File: src/rtl/sync_fifo_flags_if.sv
// sync_fifo_flags_if: write/read/status bundle for sync_fifo_flags.
// master = producer/consumer side, slave = FIFO side.
interface sync_fifo_flags_if #(
  parameter int a_width = 6,
  parameter int d_width = 16
);
  logic               wr_en;
  logic [d_width-1:0] wr_data;
  logic               rd_en;
  logic               err_clr;
  logic [d_width-1:0] rd_data;
  logic               rd_valid;
  logic               fifo_full;
  logic               fifo_empty;
  logic               almost_full;
  logic               almost_empty;
  logic [a_width:0]   fill_count;
  logic               overflow;
  logic               underflow;

  modport master (
    output wr_en, wr_data, rd_en, err_clr,
    input  rd_data, rd_valid,
    input  fifo_full, fifo_empty,
    input  almost_full, almost_empty,
    input  fill_count, overflow, underflow
  );

  modport slave (
    input  wr_en, wr_data, rd_en, err_clr,
    output rd_data, rd_valid,
    output fifo_full, fifo_empty,
    output almost_full, almost_empty,
    output fill_count, overflow, underflow
  );
endinterface

File: src/rtl/sync_fifo_flags.sv
// sync_fifo_flags: single-clock FIFO, fill count, almost flags, sticky errors.
// Ports: Clk, Reset (sync, active-high), bus (slave: wr/rd/err_clr in;
// rd_data, rd_valid, full/empty/almost flags, fill_count, overflow,
// underflow out). Define SYNC_FIFO_FWFT_EN for a fall-through read port.
module sync_fifo_flags #(
  parameter int a_width  = 6,
  parameter int d_width  = 16,
  parameter int af_level = (2**a_width) - 4,
  parameter int ae_level = 4
) (
  input logic              Clk,
  input logic              Reset,
  sync_fifo_flags_if.slave bus
);
  localparam int DEPTH = 2**a_width;
  localparam logic [a_width:0] FULL_C = (a_width+1)'(DEPTH);
  localparam logic [a_width:0] AF_C   = (a_width+1)'(af_level);
  localparam logic [a_width:0] AE_C   = (a_width+1)'(ae_level);

  logic [d_width-1:0] mem [DEPTH];
  logic [a_width-1:0] wr_ptr;
  logic [a_width-1:0] rd_ptr;
  logic [a_width:0]   cnt;
  logic               ovf;
  logic               udf;
  logic               full;
  logic               empty;
  logic               wa;
  logic               ra;

  assign full  = (cnt == FULL_C);
  assign empty = (cnt == '0);
  // a full FIFO still takes a write when the same edge pops
  assign wa = bus.wr_en & (~full | bus.rd_en);
  assign ra = bus.rd_en & ~empty;

  always_ff @(posedge Clk) begin
    if (wa & ~Reset)
      mem[wr_ptr] <= bus.wr_data;
  end

  always_ff @(posedge Clk) begin
    if (Reset) begin
      wr_ptr <= '0;
      rd_ptr <= '0;
      cnt    <= '0;
      ovf    <= 1'b0;
      udf    <= 1'b0;
    end else begin
      if (wa)
        wr_ptr <= wr_ptr + 1'b1;
      if (ra)
        rd_ptr <= rd_ptr + 1'b1;
      if (wa & ~ra)
        cnt <= cnt + 1'b1;
      else if (ra & ~wa)
        cnt <= cnt - 1'b1;
      // set has priority over clear
      ovf <= (bus.wr_en & full & ~bus.rd_en)
           | (ovf & ~bus.err_clr);
      udf <= (bus.rd_en & empty)
           | (udf & ~bus.err_clr);
    end
  end

`ifdef SYNC_FIFO_FWFT_EN
  assign bus.rd_data  = mem[rd_ptr];
  assign bus.rd_valid = ~empty;
`else
  logic [d_width-1:0] rd_q;
  logic               rv_q;

  always_ff @(posedge Clk) begin
    if (Reset) begin
      rd_q <= '0;
      rv_q <= 1'b0;
    end else begin
      rv_q <= ra;
      if (ra)
        rd_q <= mem[rd_ptr];
    end
  end

  assign bus.rd_data  = rd_q;
  assign bus.rd_valid = rv_q;
`endif

  assign bus.fifo_full    = full;
  assign bus.fifo_empty   = empty;
  assign bus.almost_full  = (cnt >= AF_C);
  assign bus.almost_empty = (cnt <= AE_C);
  assign bus.fill_count   = cnt;
  assign bus.overflow     = ovf;
  assign bus.underflow    = udf;
endmodule
File: src/flat_wrapper.sv
// flat-port wrapper written by rule: the top's interface ports become plain ports
module sync_fifo_flags_flat 
#(
  parameter int a_width  = 6,
  parameter int d_width  = 16,
  parameter int af_level = (2**a_width) - 4,
  parameter int ae_level = 4
)
  (Clk, Reset, bus_wr_en, bus_wr_data, bus_rd_en, bus_err_clr, bus_rd_data, bus_rd_valid, bus_fifo_full, bus_fifo_empty, bus_almost_full, bus_almost_empty, bus_fill_count, bus_overflow, bus_underflow);
  sync_fifo_flags_if #(.a_width(a_width), .d_width(d_width)) bus_i ();
  input logic Clk;
  input logic Reset;
  input wire logic [$bits(bus_i.wr_en)-1:0] bus_wr_en;
  input wire logic [$bits(bus_i.wr_data)-1:0] bus_wr_data;
  input wire logic [$bits(bus_i.rd_en)-1:0] bus_rd_en;
  input wire logic [$bits(bus_i.err_clr)-1:0] bus_err_clr;
  output wire logic [$bits(bus_i.rd_data)-1:0] bus_rd_data;
  output wire logic [$bits(bus_i.rd_valid)-1:0] bus_rd_valid;
  output wire logic [$bits(bus_i.fifo_full)-1:0] bus_fifo_full;
  output wire logic [$bits(bus_i.fifo_empty)-1:0] bus_fifo_empty;
  output wire logic [$bits(bus_i.almost_full)-1:0] bus_almost_full;
  output wire logic [$bits(bus_i.almost_empty)-1:0] bus_almost_empty;
  output wire logic [$bits(bus_i.fill_count)-1:0] bus_fill_count;
  output wire logic [$bits(bus_i.overflow)-1:0] bus_overflow;
  output wire logic [$bits(bus_i.underflow)-1:0] bus_underflow;
  assign bus_i.wr_en = bus_wr_en;
  assign bus_i.wr_data = bus_wr_data;
  assign bus_i.rd_en = bus_rd_en;
  assign bus_i.err_clr = bus_err_clr;
  assign bus_rd_data = bus_i.rd_data;
  assign bus_rd_valid = bus_i.rd_valid;
  assign bus_fifo_full = bus_i.fifo_full;
  assign bus_fifo_empty = bus_i.fifo_empty;
  assign bus_almost_full = bus_i.almost_full;
  assign bus_almost_empty = bus_i.almost_empty;
  assign bus_fill_count = bus_i.fill_count;
  assign bus_overflow = bus_i.overflow;
  assign bus_underflow = bus_i.underflow;
  sync_fifo_flags #(.a_width(a_width), .d_width(d_width), .af_level(af_level), .ae_level(ae_level)) u_core (.Clk(Clk), .Reset(Reset), .bus(bus_i));
endmodule
File: config.mk
export PLATFORM = sky130hd
export DESIGN_NAME = sync_fifo_flags_flat
export DESIGN_NICKNAME = d
export VERILOG_FILES = /design/src/rtl/sync_fifo_flags_if.sv /design/src/rtl/sync_fifo_flags.sv /design/src/flat_wrapper.sv
export SDC_FILE = /design/constraint.sdc
export NUM_CORES = 1
export LEC_CHECK = 0
export CORE_UTILIZATION = 50
export DETAILED_ROUTE_END_ITERATION = 10
export PLACE_DENSITY = 0.66
export SYNTH_ARGS = -nofsm -noshare
export SYNTH_HDL_FRONTEND = slang
export SYNTH_SLANG_ARGS = --single-unit
File: constraint.sdc
create_clock -name Clk -period 3.8 [get_ports Clk]
set_input_delay 0.57 -clock Clk [delete_from_list [all_inputs] [get_ports Clk]]
set_output_delay 0.57 -clock Clk [all_outputs]
set_load 0.02 [all_outputs]
---- After elaboration in Yosys (flattened, before gate mapping) ----
Memories as Yosys holds them, arrays and structs flattened. A register that Yosys moved wholly into a read port is not among the register bits.
Cells that the tools add are included.
operators by class
  add/sub/neg operators ................... 4
  order comparisons ....................... 2
  eq/ne operators ......................... 1
  mux-type cells .......................... 4
  bitwise logic cells ..................... 20
  reduce and logical (&&, ||, !) cells .... 2
operators by type and width
  cell                                                                                 count
  7-bit two-way mux                                                                    2
  6-bit by 1-bit adder with 6-bit output, second input constant                        2
  1-bit bitwise AND                                                                    10
  7-bit by 1-bit adder with 7-bit output, second input constant                        1
  7-bit equality test, second input constant                                           1
  7-bit by 6-bit greater-or-equal comparator with 1-bit output, second input constant  1
  7-bit by 3-bit <= comparator with 1-bit output, second input constant                1
  7-bit zero test                                                                      1
  1-bit NOT                                                                            7
  7-bit by 1-bit subtractor with 7-bit output, second input constant                   1
  1-bit OR                                                                             3
  1-bit two-way mux                                                                    2
  2-bit nonzero test                                                                   1
storage, ports and cells
  bits in registers ....................... 22
  RAM bits ................................ 1024
  memories kept ........................... 1
memories
  name        depth  bits a word  read ports  clocked after Yosys merged registers in  wr ports  RTL line               source
  u_core.mem  64     16           1           1                                        1         sync_fifo_flags.sv:20  logic [d_width-1:0] mem [DEPTH];

---- Longest topological paths before layout ----
Gate-level depths: netlist of the first run.
  depth after elaboration ................. 8
  depth in mapped cells ................... 12

---- Worst setup path after synthesis of the first run ----
No wires, ideal clock.
  path kind ............................... register to register
  from .................................... register u_core.cnt[0] (netlist: u_core.bus.fill_count[0])
  to ...................................... register u_core.cnt[6] (netlist: u_core.bus.fill_count[6])
  arrival time ............................ 3538 ps
  path slack .............................. 141 ps
  cell stages (with the launch flop) ...... 13
  period minus slack after synthesis ...... 3659 ps
  cells stage by stage .................... dfxtp_1 or4_4 o21a_2 inv_2 clkbuf_1 ha_1 inv_1 fa_1 a21o_1 a21oi_1 nor3_1 a2111oi_0 mux2_2
between the ends
  longest elaborated chain between the ends .. 7
  elaborated cells between the ends (all ways) .. 16
ends and longest elaborated chain
  element                                                                              RTL line               source
  start: declaration                                                                   sync_fifo_flags.sv:23  logic [a_width:0] cnt;
  start signal: assignment                                                             sync_fifo_flags.sv:55  cnt <= cnt + 1'b1;
  start signal: assignment                                                             sync_fifo_flags.sv:57  cnt <= cnt - 1'b1;
  branches (longest 7 deep; another with 7-bit by 1-bit subtractor with 7-bit output)  n/a
Several ways; the timed one is not identified. The select of a mux whose other input is x is not followed.
A chain may end at the register's enable or synchronous reset.

---- Final worst setup path of the first run ----
Same ends and word-level chain as after synthesis.

==> results by group, run 1 <==
STA
  – Max Fclk: 0.2908 GHz
  – Final min period: 3.439 ns
  – Final cycle utilization of the critical path: 0.9049
  – Worst rel slew slack: 0.1953
  – Clk_skew: 0.02872 ns
  – RSZ-0062 raised after global routing: no
  – Max-slew violation count: 0
  – Final setup fails: 0
  – Setup_tns: 0 ns
  – Final hold violations: 0
  – Slew @ Worst Pin: 1.207 ns
  – Final worst slack: 0.3612 ns

Clock network
  – Inserted Clock Buffers: 106
  – # Post-CTS Setup Buffers: 0
  – Clk buf depth: 3
  – Post-CTS sizing: 0
  – CTS H-tree depth: 3
  – Worst-Skew Late Latency: 0.67 ns
  – Sink Count: 1062
  – CTS tree: yes
  – Clk slew on worst S/H paths: 0.06 ns
  – Hold buffers post-CTS: 0
  – Root Driver: clkbuf_16

Global route
  – Total GRT Usage: 0.2458
  – Global-route wire length before repair: 147500 µm
  – Largest net degree at the start of global routing: 73
  – Initial antenna violation count: 3
  – Congestion Overflow GR: 0
  – Number of global-route vias before repair: 21120

Synth
  – Syn_nets: 2233
  – Yosys top cell area share: 0.7427
  – Synth Register Bits: 1062
  – Sequential-to-total area share from yosys stat: 0.7610
  – Synth top cells by count: edfxtp_1 (1024), mux2i_1 (320), nor2_1 (176), mux4_2 (106), o22ai_1 (86)
  – Syn Inst Count: 2202
  – Synthesized area per cell: 18.80 µm²
  – Synth area leader: edfxtp_1
  – EDFF count, synth: 1024
  – Synth unique cells: 57
  – Mapped Area: 41400 µm²
  – Synth Warn #: 0
  – Area contributors post-synth: edfxtp_1 (74%), mux2i_1 (7.7%), mux4_2 (5.8%)
  – Most frequent cell after synthesis: edfxtp_1
  – Fraction of registers with async set or reset after synthesis: 0
  – Most used flip-flop cell after synthesis: edfxtp_1

Placement
  – Dpl hpwl: 64250 µm
  – GPL Wtd Cong: 0.9394
  – Port Buffers: 50
  – Worst slack, placed: 0.1552 ns

Layout
  – Nets: 2412
  – Share of layout cells above drive strength 1: 0.1830
  – Layout fillers: 6152
  – ANT cells: 0
  – Syn-to-layout area delta: 13.76%

Setup path
  – CP Max Fanout: 6
  – Crit-path slowest cell: or4_4
  – Crit-path leading delay family: compound AO/OA/AOI/OAI gates
  – Worst setup EP type: flop
  – Worst path cell trace: or4_4 > o21a_2 > inv_2 > ha_1 > inv_1 > fa_1 > a21o_1 > a21oi_2 > nor3_1 > a2111oi_1 > mux2_2
  – Buffers and inverters on the worst path: 2
  – Crit-path max cell delay: 0.58 ns
  – Data arrival time of the worst path: 3.99 ns
  – Worst setup path category: reg2reg
  – Startpoint type of the worst setup path: flop
  – Required @ worst endpoint: 4.35 ns

Run status
  – Run status: finished, final reports clean

Run
  – # Max-Cap Violations: 0

Power and ir drop
  – Pleak: 14.65 nW
  – Max rail drop VDD: 455.4 µV
  – P per Cell Area: 584.9 nW/µm²

Routing
  – Post-Route WL: 102000 µm
  – Post-DR wirelength/cell: 28.81 µm
  – Post-route DRC: 0
  – Vias: 21880
  – Final antenna-violating net count: 0
  – DR pass1 iterations: 7
  – Initial detailed-routing violation count: 2449
  – Vias per inst: 6.179

Die
  – Die Ht: 289.8 µm
  – I/O Pins: 51
  – CORE AREA: 81980 µm²
  – # rows: 105
  – Starting density of the core: 0.5051
  – Die ar.: 83960 µm²
  – Die W: 289.8 µm

Worst hold path
  – Worst hold path class: in2reg
==> metrics by stage <==
| step | power [mW] | utilization | hold slack [ns] | instance area [µm²] | cells |
|---|---|---|---|---|---|
| 6_report | 27.55 | 0.5746 | 0.3791 | 47100 | 3540 |
| 5_1_grt | 28.38 | 0.5746 | 0.3873 | 47100 | 3540 |
| 4_1_cts | 27.67 | 0.5745 | 0.3610 | 47100 | 3540 |
| 3_5_place_dp | 17.88 | 0.5345 | 0.4936 | 43820 | 3343 |
| 3_3_place_gp | 17.83 | 0.5345 | 0.4983 | 43820 | 3343 |
| 2_1_floorplan | 16.33 | - | 0.4989 | 41400 | 2202 |
==> cell type report <==
cell class	instances	area, µm²	share of cell area
flip-flops and latches	1062	31520	0.6693
inverters	6	22.52	0.0004782
multi-input cells	1007	9223	0.1958
well taps	1070	1339	0.02842
repair buffers	198	1719	0.03650
clock buffers	128	2756	0.05852
clock inverters	69	519.2	0.01102
==> where the power goes <==
group	leakage (nW)	switching, mW	internal [mW]
registers	9.52	0.315	13.0
clock network	1.60	4.31	5.57
logic	3.53	2.43	1.97
total	14.6	7.05	20.5
==> placed cells by master, fill, tap and decap left out, types with 11 or more instances in the layout <==
| cell type | n |
|---|---|
| buf_4 | 133 |
| o221ai_1 | 11 |
| nand2_1 | 26 |
| nor4_2 | 13 |
| clkbuf_16 | 107 |
| edfxtp_1 | 1024 |
| dfxtp_1 | 34 |
| clkinv_1 | 30 |
| o21ai_0 | 38 |
| a311o_1 | 16 |
| o22ai_1 | 86 |
| and3_1 | 15 |
| a211oi_1 | 28 |
| buf_12 | 15 |
| mux2i_1 | 320 |
| clkbuf_1 | 21 |
| a21oi_1 | 18 |
| nor3_1 | 26 |
| a22o_1 | 17 |
| mux4_2 | 106 |
| clkinv_2 | 22 |
| buf_2 | 16 |
| nor2_1 | 176 |
| clkdlybuf4s50_1 | 34 |
| nor4_1 | 14 |
==> per-layer routing <==
layer | vias to the layer above | wire [µm] | GRT usage
met5 | - | 7 | 0
met4 | 2 | 2864 | 0.07762
met3 | 162 | 9336 | 0.04474
li1 | 9306 | - | -
met2 | 1053 | 46730 | 0.3702
met1 | 11350 | 43050 | 0.3659
==> kinds of logic after synthesis <==
family / after synthesis / share of synthesized area
xor+xnor: 13 / 0.002750
fa+ha+maj: 10 / 0.003203
flops: 1062 / 0.7610
buf+inv: 133 / 0.01641
mux: 434 / 0.1397
compound gates: 235 / 0.03947
simple gates: 315 / 0.03741
==> registers in the layout, summed over array words and instances (netlist names) <==
name                   cells
u_core.rd_ptr              6
u_core.bus.rd_valid        1
u_core.mem              1024
u_core.wr_ptr              6
u_core.bus.fill_count      7
u_core.bus.rd_data        16
u_core.bus.overflow        1
u_core.bus.underflow       1
==> worst register-to-register path: cells and delay by family, from the launching register on <==
kind / cells / cell delay [ns]
adders and majority gates: 2 / 0.64
AOI/OAI and AO/OA: 4 / 1.08
DFF: 1 / 0.38
muxes: 1 / 0.38
buffers and inverters: 2 / 0.18
and+or+nand+nor: 2 / 0.67
==> final timing paths <==
kind | slack, ns | cells past startpoint | start | endpoint
worst min register to register | 0.50 | 2 | u_core.bus.overflow | u_core.bus.overflow
worst max-delay path | 0.36 | 11 | u_core.bus.fill_count[0] | u_core.bus.fill_count[6]
worst min-delay path | 0.38 | 1 | bus_wr_data[1] | u_core.mem[49][1]
worst max register to register | 0.36 | 11 | u_core.bus.fill_count[0] | u_core.bus.fill_count[6]
Note: power is estimated with default switching activity, not from simulation.
==> run 2, diff against run 1 <==
--- a/config.mk
+++ b/config.mk
@@ -5,6 +5,7 @@
 export SDC_FILE = /design/constraint.sdc
 export NUM_CORES = 1
 export LEC_CHECK = 0
+export ABC_AREA = 0
 export CORE_UTILIZATION = 50
 export DETAILED_ROUTE_END_ITERATION = 10
 export PLACE_DENSITY = 0.66
==> results of run 2 <==
Same layout as run 1: the final DEF is identical, and so are final timing and power.
